===== src/rtl/gpu_pkg.sv =====
// +----------------------------------------------------------------------+
// | gpu_pkg                                                              |
// | Pipeline, fetcher and LSU status encodings shared across the core.   |
// | Rev 1.0                                                              |
// +----------------------------------------------------------------------+
`default_nettype none

package gpu_pkg;

  typedef enum logic [2:0] {
    CORE_IDLE    = 3'b000,
    CORE_FETCH   = 3'b001,
    CORE_DECODE  = 3'b010,
    CORE_REQUEST = 3'b011,
    CORE_WAIT    = 3'b100,
    CORE_EXECUTE = 3'b101,
    CORE_UPDATE  = 3'b110,
    CORE_DONE    = 3'b111
  } core_state_e;

  typedef enum logic [2:0] {
    FETCHER_IDLE     = 3'b000,
    FETCHER_FETCHING = 3'b001,
    FETCHER_FETCHED  = 3'b010
  } fetcher_state_e;

  typedef enum logic [1:0] {
    LSU_IDLE       = 2'b00,
    LSU_REQUESTING = 2'b01,
    LSU_WAITING    = 2'b10,
    LSU_DONE       = 2'b11
  } lsu_state_e;

  // An LSU still owes the core a memory result.
  function automatic logic lsu_busy(input logic [1:0] s);
    return (s == LSU_REQUESTING) || (s == LSU_WAITING);
  endfunction

endpackage

`default_nettype wire


===== src/rtl/core_scheduler_if.sv =====
// +----------------------------------------------------------------------+
// | core_scheduler_if                                                    |
// | Dispatcher/fetcher/LSU side bundle of the per-core scheduler.        |
// | Rev 1.0                                                              |
// +----------------------------------------------------------------------+
`default_nettype none

interface core_scheduler_if #(
  parameter int THREADS_PER_BLOCK = 4,
  parameter int PC_BITS           = 8
);
  localparam int TC_BITS = $clog2(THREADS_PER_BLOCK) + 1;

  logic                                       start;
  logic [TC_BITS-1:0]                         thread_count;
  logic                                       decoded_ret;
  logic [2:0]                                 fetcher_state;
  logic [THREADS_PER_BLOCK-1:0][1:0]          lsu_state;
  logic [THREADS_PER_BLOCK-1:0][PC_BITS-1:0]  next_pc;
  logic [2:0]                                 core_state;
  logic [PC_BITS-1:0]                         current_pc;
  logic [THREADS_PER_BLOCK-1:0]               thread_enable;
  logic                                       done;

  modport master (
    output start, thread_count, decoded_ret, fetcher_state, lsu_state, next_pc,
    input  core_state, current_pc, thread_enable, done
  );

  modport slave (
    input  start, thread_count, decoded_ret, fetcher_state, lsu_state, next_pc,
    output core_state, current_pc, thread_enable, done
  );
endinterface

`default_nettype wire


===== src/rtl/core_scheduler.sv =====
// +----------------------------------------------------------------------+
// | core_scheduler                                                       |
// | Steps one block of convergent threads through the core pipeline.     |
// | Rev 1.0                                                              |
// +----------------------------------------------------------------------+
`default_nettype none

module core_scheduler
  import gpu_pkg::*;
#(
  parameter int THREADS_PER_BLOCK = 4,
  parameter int PC_BITS           = 8
) (
  input  logic              clk,
  input  logic              reset,
  core_scheduler_if.slave   bus
);

  localparam int TC_BITS = $clog2(THREADS_PER_BLOCK) + 1;

  core_state_e                  state_q, state_d;
  logic [PC_BITS-1:0]           pc_q, pc_d;
  logic [THREADS_PER_BLOCK-1:0] en_q, en_d;
  logic [THREADS_PER_BLOCK-1:0] w_mask;
  logic [THREADS_PER_BLOCK-1:0] w_busy_vec;
  logic                         w_busy;

  // Counts above the slot count naturally saturate to all ones.
  for (genvar i = 0; i < THREADS_PER_BLOCK; i++) begin : g_thread
    assign w_mask[i]     = (bus.thread_count > TC_BITS'(i));
    assign w_busy_vec[i] = en_q[i] && lsu_busy(bus.lsu_state[i]);
  end

  assign w_busy = |w_busy_vec;

  always_ff @(posedge clk) begin
    if (reset) begin
      state_q <= CORE_IDLE;
      pc_q    <= '0;
      en_q    <= '0;
    end else begin
      state_q <= state_d;
      pc_q    <= pc_d;
      en_q    <= en_d;
    end
  end

  always_comb begin
    state_d = state_q;
    pc_d    = pc_q;
    en_d    = en_q;
    unique case (state_q)
      CORE_IDLE: begin
        if (bus.start) begin
          en_d    = w_mask;
          state_d = (bus.thread_count == '0) ? CORE_DONE : CORE_FETCH;
        end
      end
      CORE_FETCH: begin
        if (bus.fetcher_state == FETCHER_FETCHED) state_d = CORE_DECODE;
      end
      CORE_DECODE:  state_d = CORE_REQUEST;
      CORE_REQUEST: state_d = CORE_WAIT;
      CORE_WAIT: begin
        if (!w_busy) state_d = CORE_EXECUTE;
      end
      CORE_EXECUTE: state_d = CORE_UPDATE;
      CORE_UPDATE: begin
        if (bus.decoded_ret) begin
          state_d = CORE_DONE;
        end else begin
          // Threads are convergent, so thread 0 speaks for the block.
          pc_d    = bus.next_pc[0];
          state_d = CORE_FETCH;
        end
      end
      CORE_DONE:    state_d = CORE_DONE;
      default:      state_d = CORE_IDLE;
    endcase
  end

  always_comb begin
    bus.core_state    = state_q;
    bus.current_pc    = pc_q;
    bus.thread_enable = en_q;
    bus.done          = (state_q == CORE_DONE);
  end

endmodule

`default_nettype wire


===== src/flat_wrapper.sv =====
// flat-port wrapper written by rule: the top's interface ports become plain ports
module core_scheduler_flat import gpu_pkg::*;
#(
  parameter int THREADS_PER_BLOCK = 4,
  parameter int PC_BITS           = 8
)
  (clk, reset, bus_start, bus_thread_count, bus_decoded_ret, bus_fetcher_state, bus_lsu_state, bus_next_pc, bus_core_state, bus_current_pc, bus_thread_enable, bus_done);
  core_scheduler_if #(.THREADS_PER_BLOCK(THREADS_PER_BLOCK), .PC_BITS(PC_BITS)) bus_i ();
  input  logic clk;
  input  logic reset;
  input wire logic [$bits(bus_i.start)-1:0] bus_start;
  input wire logic [$bits(bus_i.thread_count)-1:0] bus_thread_count;
  input wire logic [$bits(bus_i.decoded_ret)-1:0] bus_decoded_ret;
  input wire logic [$bits(bus_i.fetcher_state)-1:0] bus_fetcher_state;
  input wire logic [$bits(bus_i.lsu_state)-1:0] bus_lsu_state;
  input wire logic [$bits(bus_i.next_pc)-1:0] bus_next_pc;
  output wire logic [$bits(bus_i.core_state)-1:0] bus_core_state;
  output wire logic [$bits(bus_i.current_pc)-1:0] bus_current_pc;
  output wire logic [$bits(bus_i.thread_enable)-1:0] bus_thread_enable;
  output wire logic [$bits(bus_i.done)-1:0] bus_done;
  assign bus_i.start = bus_start;
  assign bus_i.thread_count = bus_thread_count;
  assign bus_i.decoded_ret = bus_decoded_ret;
  assign bus_i.fetcher_state = bus_fetcher_state;
  assign bus_i.lsu_state = bus_lsu_state;
  assign bus_i.next_pc = bus_next_pc;
  assign bus_core_state = bus_i.core_state;
  assign bus_current_pc = bus_i.current_pc;
  assign bus_thread_enable = bus_i.thread_enable;
  assign bus_done = bus_i.done;
  core_scheduler #(.THREADS_PER_BLOCK(THREADS_PER_BLOCK), .PC_BITS(PC_BITS)) u_core (.clk(clk), .reset(reset), .bus(bus_i));
endmodule

===== config.mk =====
export PLATFORM = sky130hd
export DESIGN_NAME = core_scheduler_flat
export DESIGN_NICKNAME = d
export VERILOG_FILES = /design/src/rtl/gpu_pkg.sv /design/src/rtl/core_scheduler_if.sv /design/src/rtl/core_scheduler.sv /design/src/flat_wrapper.sv
export SDC_FILE = /design/constraint.sdc
export NUM_CORES = 1
export LEC_CHECK = 0
export CAP_MARGIN = 20
export CORE_ASPECT_RATIO = 0.6
export CORE_MARGIN = 4
export CORE_UTILIZATION = 29
export DETAILED_ROUTE_END_ITERATION = 12
export PLACE_DENSITY = 0.86
export SYNTH_ARGS = -nofsm -noshare
export SYNTH_HDL_FRONTEND = slang
export SYNTH_SLANG_ARGS = --single-unit
export TNS_END_PERCENT = 5

===== constraint.sdc =====
create_clock -name clk -period 1.9 [get_ports clk]
set_input_delay 0.38 -clock clk [delete_from_list [all_inputs] [get_ports clk]]
set_output_delay 0.38 -clock clk [all_outputs]
set_load 0.03 [all_outputs]

Word level (Yosys, flattened, before mapping)

Index checks and enable logic that the tools add are counted.

Register bits: 15
Output and inout port bits: 16

Magnitude comparators: 4
Equal/unequal tests: 19
Multiplexer cells: 6
Bitwise operators: 1
Reduce and logical (&&, ||, !) cells: 14

Operators with widths:

| kind                                                | count |
|---|---|
| case mux 3 bit (8 select lines)                     | 1 |
| two-way mux 3 bit                                   | 5 |
| == test 3 bit (second input constant)               | 4 |
| == test 3 x 2 -> 1 bit (second input constant)      | 3 |
| == test 2 x 1 -> 1 bit (second input constant)      | 4 |
| == test 2 bit (second input constant)               | 4 |
| > comparator 3 x 1 -> 1 bit (second input constant) | 2 |
| > comparator 3 x 2 -> 1 bit (second input constant) | 2 |
| zero test 3 bit                                     | 2 |
| logical AND 1 bit                                   | 4 |
| logical OR 1 bit                                    | 4 |
| != test 2 bit (second input constant)               | 2 |
| AND reduction 2 bit                                 | 2 |
| OR reduction 4 bit                                  | 1 |
| == test 3 x 1 -> 1 bit (second input constant)      | 1 |
| AND reduction 3 bit                                 | 1 |
| != test 2 x 1 -> 1 bit (second input constant)      | 1 |
| inverter 1 bit                                      | 1 |

Longest topological paths before layout

Gate-level depths: netlist of the first run.

Depth after elaboration: 6
Gate-level depth with buffers: 5
Gate-level depth less buffers: 4

Least setup slack after synthesis of the first run

OpenSTA, ideal clock, no wires.

Path kind: register to register
From: register u_core.state_q[2], in the netlist u_core.bus.core_state[2]
To: register u_core.pc_q[0], in the netlist u_core.bus.current_pc[0]
Library setup time: 128 ps
Arrival: 1467 ps
Required time: 1772 ps
Path slack: 305 ps
Cell stages (with the launch flop): 6
Buffers on the path: 1
Period minus slack after synthesis: 1595 ps
Cells stage by stage: dfxtp_1 buf_2 nand2b_1 nor3_4 mux2i_1 nor2_1

Cells in the longest elaborated chain, start to end: 2

RTL lines:

| item                          | RTL line             | text |
|---|---|---|
| from (decl)                   | core_scheduler.sv:21 | `core_state_e state_q, state_d;` |
| from (signal assigned)        | core_scheduler.sv:42 | `state_q <= state_d;` |
| == test 3 bit                 | core_scheduler.sv:52 | `unique case (state_q)` |
| AND reduction 2 bit (no line) | --                   |  |
| to (signal assigned)          | core_scheduler.sv:43 | `pc_q <= pc_d;` |
| to (decl)                     | core_scheduler.sv:22 | `logic [PC_BITS-1:0] pc_q, pc_d;` |

No other way between the ends.
A chain may end at the register's enable or synchronous reset.

Final worst setup path of the first run

From: register u_core.state_q[1], in the netlist u_core.bus.core_state[1]
To: output port bus_done

Cells in the longest elaborated chain, start to end: 1

RTL lines:

| item          | RTL line             | text |
|---|---|---|
| == test 3 bit | core_scheduler.sv:86 | `bus.done = (state_q == CORE_DONE);` |
| to (decl)     | flat_wrapper.sv:20   | `output wire logic [$bits(bus_i.done)-1:0] bus_done;` |

No other way between the ends.

==> results of run 1 <==
## final cells by class
cell class	instances	area (um^2)
multi-input combinational	54	373
sequential	15	300
tap	30	37.5
inverter	1	3.75
timing repair buffer	45	453
clock buffer	4	45.0
fill	195	1020
## cells by family after synthesis
kind of cell	synth area share
AND/OR/NAND/NOR	0.221
flip-flops	0.431
AO/OA/AOI/OAI	0.135
multiplexers	0.129
XOR/XNOR	0.0503
buffers and inverters	0.0341
## worst max-delay path by stage
stage	slack (ns)	endpoint	depth (start not counted)	from
floorplan	0.30	u_core.bus.current_pc[0]	5	u_core.bus.core_state[2]
global placement	0.20	u_core.bus.thread_enable[3]	4	bus_start
detailed placement	0.16	u_core.bus.current_pc[7]	6	bus_decoded_ret
CTS	0.08	bus_done	2	u_core.bus.core_state[1]
global route	0.03	bus_done	2	u_core.bus.core_state[1]
finish	0.08	bus_done	2	u_core.bus.core_state[1]
## power groups by stage
stage               clock [mW]  sequential (mW)  combinational [mW]
detailed placement           0            0.350               0.213
global route             0.286            0.346               0.229
global placement             0            0.349               0.206
finish                   0.260            0.344               0.214
floorplan                    0            0.382              0.0744
CTS                      0.266            0.344               0.214
## per-layer routing
| layer | track usage | vias to the layer above | part of all wire |
|---|---|---|---|
| met4 | 0.0674 | 0 | 0.023 |
| li1 | - | 353 | - |
| met2 | 0.221 | 34 | 0.48 |
| met1 | 0.147 | 308 | 0.43 |
| met5 | 0 | - | 0 |
| met3 | 0.0463 | 6 | 0.072 |
## worst max-delay path: stages (launching register included)
cell             delay (ns)
dfxtp_1                0.35
and3_2                 0.18
clkdlybuf4s50_1        0.66
## cell usage in the layout (no fill, tap or decap), drive strengths merged, types with 2 or more instances in the layout
master / instances
a22oi: 2
nor2: 15
clkbuf: 4
dfxtp: 15
nand3: 2
nor3: 2
mux2i: 9
a211oi: 3
clkdlybuf4s50: 41
nand2: 2
xor2: 4
a21oi: 3
o21ai: 2
buf: 4
## registers in the layout, summed over array words and instances, names as in the netlist
name	flops
u_core.bus.current_pc	8
u_core.bus.thread_enable	4
u_core.bus.core_state	3
## per-stage QoR
| step | std cells | hold WS (ns) | power (mW) | instance area (um^2) | setup slack [ns] |
|---|---|---|---|---|---|
| final | 149 | 0.491 | 0.818 | 1210 | 0.0806 |
| after floorplan | 73 | 0.453 | 0.457 | 697 | 0.305 |
| after CTS | 149 | 0.497 | 0.825 | 1210 | 0.0774 |
| after global routing | 149 | 0.529 | 0.861 | 1210 | 0.0310 |
| after detailed placement | 145 | 0.487 | 0.563 | 1170 | 0.160 |
| after global placement | 145 | 0.474 | 0.555 | 1170 | 0.197 |
==> metrics.yaml, run 1 <==
synthTopCellsByArea: "dfxtp_1 43%, mux2i_1 13%, nor2_1 8.1%, xor2_1 5.0%, nor4b_4 3.4%"
hold_buffers: 0
intPower_uw: 591
ys_ff_latch: 15
dr.pass1.iters: 4
drv_slew: 0
drive_gt1_frac: 0.101
cts_tree: "yes"
coreArea_um2: 2230
arrival_ns: 1.44
p_sw_uw: 228
clock_sinks: 15
fin_util: 0.544
syn2layout_area_growth_pct: 74.0
max_slew_margin: 0.625
path_max_fanout: 3
synthArstFlopShare: 0
finalHoldViolCount: 0
first_iter_violations: 53
wirelength_um: 2000
grt_start_max_net_pins: 16
worstSetupEndpointType: "output port"
p_sw_frac: 0.278
wl_per_cell_um: 13.4
portBuffers: 41
fp.dieH_um: 46.0
clock_skew_ns: 0.00483
rsz0062_at_grt: "false"
io_pins: 66
overflow: 0
run_status: "finished clean"
power_density_nw_per_um2: 675
ys_types: 26
dieArea_um2: 3280
leakagePower_nw: 0.434
clk_pin_slew_ns: 0.06
drc: 0
yosys.area.top_type: "dfxtp_1"
hold_class: "reg2reg"
cap_viol_max_count: 0
syn_area_um2: 697
path_class: "reg2out"
ant_nets: 0
grt_pass1_wl_um: 3150
ys.flop_type: "dfxtp_1"
worstHoldStart: "u_core.bus.current_pc[3]"
setup_viol: 0
antenna_found_initial: 0
tightestPinTransition_ns: 0.561
syn_inst: 73
tns_ns: 0
final_nets: 170
power_frac_comb: 0.262
clkPwrFrac: 0.318
clock-root-buffer: "clkbuf_8"
grt_use_total: 0.130
hold_depth: 2
r2r-start: "u_core.bus.core_state[0]"
avgSynthCellArea_um2: 9.55
antenna_cells: 0
synth_fp_nets: 123
irDropWorstVdd_mv: 0.403
worst-r2r-cell-count: 4
synth_seq_area_share: 0.431
postCtsSetupBuffers: 0
finalCriticalPeriod_ns: 1.82
viasPerCell: 4.70
r2r_slack_ns: 0.52
share_seq_of_total_power: 0.420
hold_path_end: "u_core.bus.current_pc[3]"
vias: 701
die_w_um: 71.3
cts_buffers: 3
critPathRequiredTime_ns: 1.52
routabilityCongestion: 0.809
cts_buffer_depth: 2
synth_warnings: 0
htreeDepth: 1
synth_commonest_cells: "15 x dfxtp_1, 15 x nor2_1, 9 x mux2i_1"
rows: 13
post_cts_resized: 0
clk_latency_ns: 0.25
post-dp-hpwl_um: 1570
grt_pass1_vias: 707
r2r-end: "u_core.bus.thread_enable[3]"
startpoint_type: "register"
start_util: 0.313
synth_top_area_frac: 0.431
max_freq_mhz: 550
post-route-period-util: 0.958
synth_edf_count: 0
Note: power is estimated with default switching activity, not from simulation.
==> run 2: changes to the inputs <==
Settings changed: CTS_CLUSTER_SIZE set to 10.
Clock period 1.9 ns to 1.95 ns, I/O delays scaled along.
==> metrics.yaml, run 2 (synthesis results as in run 1) <==
post-place-ws_ns: 0.172  # was 0.160 ns
first_iter_violations: 35  # was 53
cp_slowest_cell: "clkdlybuf4s50_1"  # unchanged
drive_gt1_frac: 0.102  # was 0.101
io_pins: 66  # unchanged
hold_buffers: 0  # unchanged
most-common-layout-cells: "40 x clkdlybuf4s50_1, 15 x nor2_1, 14 x dfxtp_1"  # was 41 x clkdlybuf4s50_1, 15 x nor2_1, 15 x dfxtp_1
critical_path.top_delay_family: "buffers and inverters"  # unchanged
max_slew_margin: 0.645  # was 0.625
cap_viol_max_count: 0  # unchanged
post-dp-hpwl_um: 1560  # was 1570 um
run_status: "finished clean"  # unchanged
dr.pass1.iters: 7  # was 4
irDropWorstVdd_mv: 0.402  # was 0.403 mV
fp.dieH_um: 46.0  # unchanged
dpl_cell_area_um2: 1150  # was 1170 um^2
slowest_delay_ns: 0.70  # was 0.66 ns
fin_util: 0.537  # was 0.544
start_util: 0.313  # unchanged
drc: 0  # unchanged
drv_slew: 0  # unchanged
grt_use_total: 0.120  # was 0.130
clock_skew_ns: 0.00389  # was 0.00483 ns
cp-startpoint: "u_core.bus.core_state[1]"  # unchanged
max_freq_mhz: 570
seq_area_um2: 302  # was 300 um^2
tns_ns: 0  # unchanged
clock-root-buffer: "clkbuf_8"  # unchanged
arrival_ns: 1.36  # was 1.44 ns
antenna_cells: 0  # unchanged
tightestPinTransition_ns: 0.531  # was 0.561 ns
wl_per_cell_um: 13.3  # was 13.4 um
rsz0062_at_grt: "false"  # unchanged
setup_viol: 0  # unchanged
path_class: "reg2out"  # unchanged
dieArea_um2: 3280  # unchanged
worstHoldStart: "u_core.bus.current_pc[1]"  # was u_core.bus.current_pc[3]
grt_pass1_wl_um: 3070  # was 3150 um
post_cts_resized: 1  # was 0
r2r-start: "u_core.bus.core_state[0]"  # unchanged
portBuffers: 41  # unchanged
critPathBufInv: 1  # unchanged
fillers: 188  # was 195
final_nets: 169  # was 170
ant_nets: 0  # unchanged
postCtsSetupBuffers: 0  # unchanged
syn2layout_area_growth_pct: 71.6  # was 74.0%
finalCriticalPeriod_ns: 1.75
multi_input_area_um2: 373  # unchanged
path_cells: "clkdlybuf4s50_1"  # was and3_2 -> clkdlybuf4s50_1
overflow: 0  # unchanged
htreeDepth: 1  # unchanged
cts_tree: "yes"  # unchanged
hold_class: "reg2reg"  # unchanged
routabilityCongestion: 0.793  # was 0.809
power_density_nw_per_um2: 660  # was 675 nW/um^2
antenna_found_initial: 0  # unchanged
grt_start_max_net_pins: 16  # unchanged
post-route-period-util: 0.900
setup_slack_ns: 0.196  # was 0.0806 ns
cts_buffer_depth: 2  # unchanged
wirelength_um: 1970  # was 2000 um
grt_pass1_vias: 695  # was 707
largest_reg_flops: 8  # unchanged
rows: 13  # unchanged
path_max_fanout: 7  # was 3
fin_area_um2: 1200  # was 1210 um^2
clock_sinks: 15  # unchanged
critPathRequiredTime_ns: 1.56  # was 1.52 ns
vias: 713  # was 701
clk_latency_ns: 0.24  # was 0.25 ns
mostFrequentLayoutCell: "clkdlybuf4s50_1"  # unchanged
finalHoldViolCount: 0  # unchanged
die_w_um: 71.3  # unchanged
clk_pin_slew_ns: 0.06  # about the same
worstSetupEndpointType: "output port"  # unchanged
startpoint_type: "register"  # unchanged
coreArea_um2: 2230  # unchanged
cts_buffers: 3  # unchanged
viasPerCell: 4.82  # was 4.70
leakagePower_nw: 0.446  # was 0.434 nW
run 2: changes by cell type in the layout (fill, tap and decap cells not counted):
cell / previous run / this run
buf_12: 1 / 0
dfxtp_1: 15 / 14
dfxtp_2: 0 / 1
dlymetal6s2s_1: 0 / 1
clkdlybuf4s50_1: 41 / 40
run 2: routing by layer:
| metal | share of wire | GRT usage | wire (um) |
|---|---|---|---|
| met2 | 0.48 | 0.206 | 939 |
| met5 | 0 | 0 | 0 |
| met1 | 0.43 | 0.140 | 853 |
| met3 | 0.078 | 0.0441 | 154 |
| met4 | 0.011 | 0.0449 | 21 |
run 2: worst min-delay path, delay by kind of cell (launching register included):
family        cells  cell delay, ns
simple gates      1            0.07
mux               1            0.07
flops             1            0.33
run 2: final cells by class:
class,count,area share
repair buffers,44,0.364
multi-input cells,54,0.312
flip-flops and latches,15,0.252
clock buffers,4,0.0377
well taps,30,0.0314
inverters,1,0.00314
run 2: worst paths after layout:
| kind | endpoint | slack (ns) | cells after the start |
|---|---|---|---|
| max | bus_core_state[1] | 0.20 | 1 |
| min | u_core.bus.current_pc[1] | 0.50 | 2 |
| max reg2reg | u_core.bus.core_state[0] | 0.54 | 4 |
| min reg2reg | u_core.bus.current_pc[1] | 0.50 | 2 |
run 2: per-stage QoR:
step | hold slack, ns | power, mW | cells
CTS | 0.505 | 0.797 | 148
detailed placement | 0.489 | 0.546 | 144
finish | 0.497 | 0.789 | 148
floorplan | 0.463 | 0.445 | 73
global route | 0.529 | 0.828 | 148
global placement | 0.474 | 0.538 | 144
run 2: report_power, final:
part	switching, mW	leakage [nW]	total (mW)	internal [mW]
clock network	0.105	0.0228	0.249	0.144
logic	0.0964	0.300	0.202	0.106
registers	0.0154	0.123	0.338	0.323
total	0.216	0.446	0.789	0.573
==> run 3: changes to the inputs <==
Settings changed: ABC_CLOCK_PERIOD_IN_PS set to 1950, CAP_MARGIN 20 to not set.
==> results of run 3 <==
Same layout as run 2: the final DEF is identical, and so are final timing and power.
==> patch (flow settings as in run 2) <==
`THREADS_PER_BLOCK` is set to 4 in 3 places; all go to 2.
--- a/src/rtl/core_scheduler_if.sv
+++ b/src/rtl/core_scheduler_if.sv
@@ -6,7 +6,7 @@
 `default_nettype none
 
 interface core_scheduler_if #(
-  parameter int THREADS_PER_BLOCK = 4,
+  parameter int THREADS_PER_BLOCK = 2,
   parameter int PC_BITS           = 8
 );
   localparam int TC_BITS = $clog2(THREADS_PER_BLOCK) + 1;
--- a/src/rtl/core_scheduler.sv
+++ b/src/rtl/core_scheduler.sv
@@ -8,7 +8,7 @@
 module core_scheduler
   import gpu_pkg::*;
 #(
-  parameter int THREADS_PER_BLOCK = 4,
+  parameter int THREADS_PER_BLOCK = 2,
   parameter int PC_BITS           = 8
 ) (
   input  logic              clk,
--- a/src/flat_wrapper.sv
+++ b/src/flat_wrapper.sv
@@ -1,7 +1,7 @@
 // flat-port wrapper written by rule: the top's interface ports become plain ports
 module core_scheduler_flat import gpu_pkg::*;
 #(
-  parameter int THREADS_PER_BLOCK = 4,
+  parameter int THREADS_PER_BLOCK = 2,
   parameter int PC_BITS           = 8
 )
   (clk, reset, bus_start, bus_thread_count, bus_decoded_ret, bus_fetcher_state, bus_lsu_state, bus_next_pc, bus_core_state, bus_current_pc, bus_thread_enable, bus_done);
Ports: changed (resized bus_lsu_state, bus_next_pc, bus_thread_count and bus_thread_enable); port bits go from 66 to 43. No check against the original RTL was run, so the function may have changed too.
==> patch against run 2 <==
Clock skew fell by 0.0023 ns; worst setup slack got worse by 0.14 ns; die area fell by 11%; synthesized area fell by 13%; register-to-register slack improved by 0.09 ns; final area fell by 14%; synthesized cell count fell by 12%; sequential power fell by 13%; routed wire length fell by 17%; sequential cell count fell by 2; power fell by 14%; highest routed layer unchanged.
==> patch: results (changes against run 2) <==
- Post-CTS resize count: 0 (-1)
- Post-DP Area: 1001 sq um (-13%)
- Uppermost layer routed: met4
- FF-to-FF Start: u_core.bus.core_state[2]$_SDFFE_PP0P_
- Synth cell types: 23 (-12%)
- Setup bufs post-CTS: 0 (unchanged)
- Crit path time final: 1.894 ns (+0.1400 ns)
- Global-route wire length before repair: 2518 um (-18%)
- Synth area leaders: dfxtp_1, mux2i_1, nor2_1
- Total GRT Usage: 0.1136 (-0.006654)
- YS warnings: 0 (unchanged)
- First drt pass iteration count: 2 (-5)
- Setup WS pre-CTS: 0.2565 ns (+0.08419 ns)
- FFs w/ async S/R, synth: 0 (unchanged)
- Crit path DAT: 1.50 ns (+0.14 ns)
- Met3 Use GR: 0.03886 (-0.005193)
- CTS root buffer: clkbuf_4
- Worst hold path depth: 2 (unchanged)
- Per-cell routed wire length: 12.51 um (-5.9%)
- Vias in the first global route: 546 (-21%)
- Max FFs per register: 8 (unchanged)
- Largest net degree at the start of global routing: 12 (-4)
- Metal3 WL: 65 um (-58%)
- R2R depth: 5 (+1)
- WL met1: 775 um (-9.1%)
- HPWL Detailed: 1281 um (-18%)
- Worst rel slew slack: 0.7322 (+0.08712)
- Syn_area_per_cell: 9.521 sq um (-0.27%)
- IO Port Bufs: 34 (-17%)
- TritonCTS Buffers: 3 (unchanged)
- Initial antenna violation count: 0 (unchanged)
- Synth Flop Type: dfxtp_1
- GR met2 Demand/Resource: 0.1758 (-0.03042)
- Placed cells: 127 (-12%)
- Critical Path Fanout Max: 4 (-3)
- Via density: 4.527 (-6.0%)
- P_leak: 0.3918 nW (-12%)
- Layout cells sized above 1: 0.08738 (-0.01432)
- Worst-path clk slew: 0.07 ns
- Max cap viols: 0 (unchanged)
- Met1 Track Usage GR: 0.1468 (+0.006779)
- Hold buffer count at cts: 0 (unchanged)
- Routed wl met2: 782 um (-17%)
- DR vias: 593 (-17%)
- Slew Limit Fails: 0 (unchanged)
- RePlAce Congestion: 0.7533 (-5.0%)
- Peak supply drop: 0.4284 mV (+6.5%)
- FF-to-FF setup slack: 0.63 ns (+0.09 ns)
- Syn Nets: 93 (-24%)
- DRT iter0 DRCs: 16 (-54%)
- H-tree depth: 1 (unchanged)
- Clock Latency Late Sink: 0.27 ns (+0.03 ns)
- Synth cell count leaders: dfxtp_1, nor2_1, mux2i_1
- Status: complete, no violations
- Clock skew: 0.001551 ns (-0.002342 ns)
- Post-synthesis sequential area ratio: 0.4271 (-0.003775)
- Worst R2R End: u_core.bus.current_pc[2]$_SDFFE_PP0P_
- Hold Path Sink: u_core.bus.current_pc[1]$_SDFFE_PP0P_
-- patch: area by class of cell --
class                      instances  area, sq um
fill                             192        892.1
timing repair buffer              39        380.4
multi-input combinational         45        320.3
sequential                        13        260.3
tap                               28        35.03
clock buffer                       4        26.28
inverter                           2        7.507
-- patch: critical path, stage by stage, from the launching register on --
cell and delay, ns:
dfxtp_1 0.38, and3_1 0.18, clkdlybuf4s50_1 0.67
-- patch: logic make-up after synthesis --
group	after synthesis	share of synthesized area
simple gates	25	0.2382
flops	13	0.4271
compound gates	9	0.1109
mux	9	0.1478
buf+inv	6	0.04723
xor+xnor	2	0.02875
-- patch: stage by stage --
step                      hold WS, ns  utilization
after floorplan                0.4628            -
after global placement         0.4730       0.5208
after detailed placement       0.4829       0.5208
after CTS                      0.5037       0.5345
after global routing           0.5272       0.5358
final                          0.4934       0.5358
-- patch: power by group --
| part | switching, W | total (W) | internal, W |
|---|---|---|---|
| registers | 0.0000130 | 0.000295 | 0.000282 |
| logic | 0.000106 | 0.000222 | 0.000116 |
| clock network | 0.0000840 | 0.000163 | 0.0000793 |
-- patch: worst max-delay path by stage --
stage,start,cells after the start,end
2_1_floorplan,u_core.bus.core_state[2]$_SDFFE_PP0P_,2,bus_done
3_5_place_dp,bus_decoded_ret,5,u_core.bus.current_pc[2]$_SDFFE_PP0P_
4_1_cts,u_core.bus.core_state[2]$_SDFFE_PP0P_,2,bus_core_state[2]
3_3_place_gp,bus_decoded_ret,5,u_core.bus.current_pc[0]$_SDFFE_PP0P_
6_report,u_core.bus.core_state[1]$_SDFFE_PP0P_,2,bus_done
5_1_grt,u_core.bus.core_state[1]$_SDFFE_PP0P_,2,bus_done
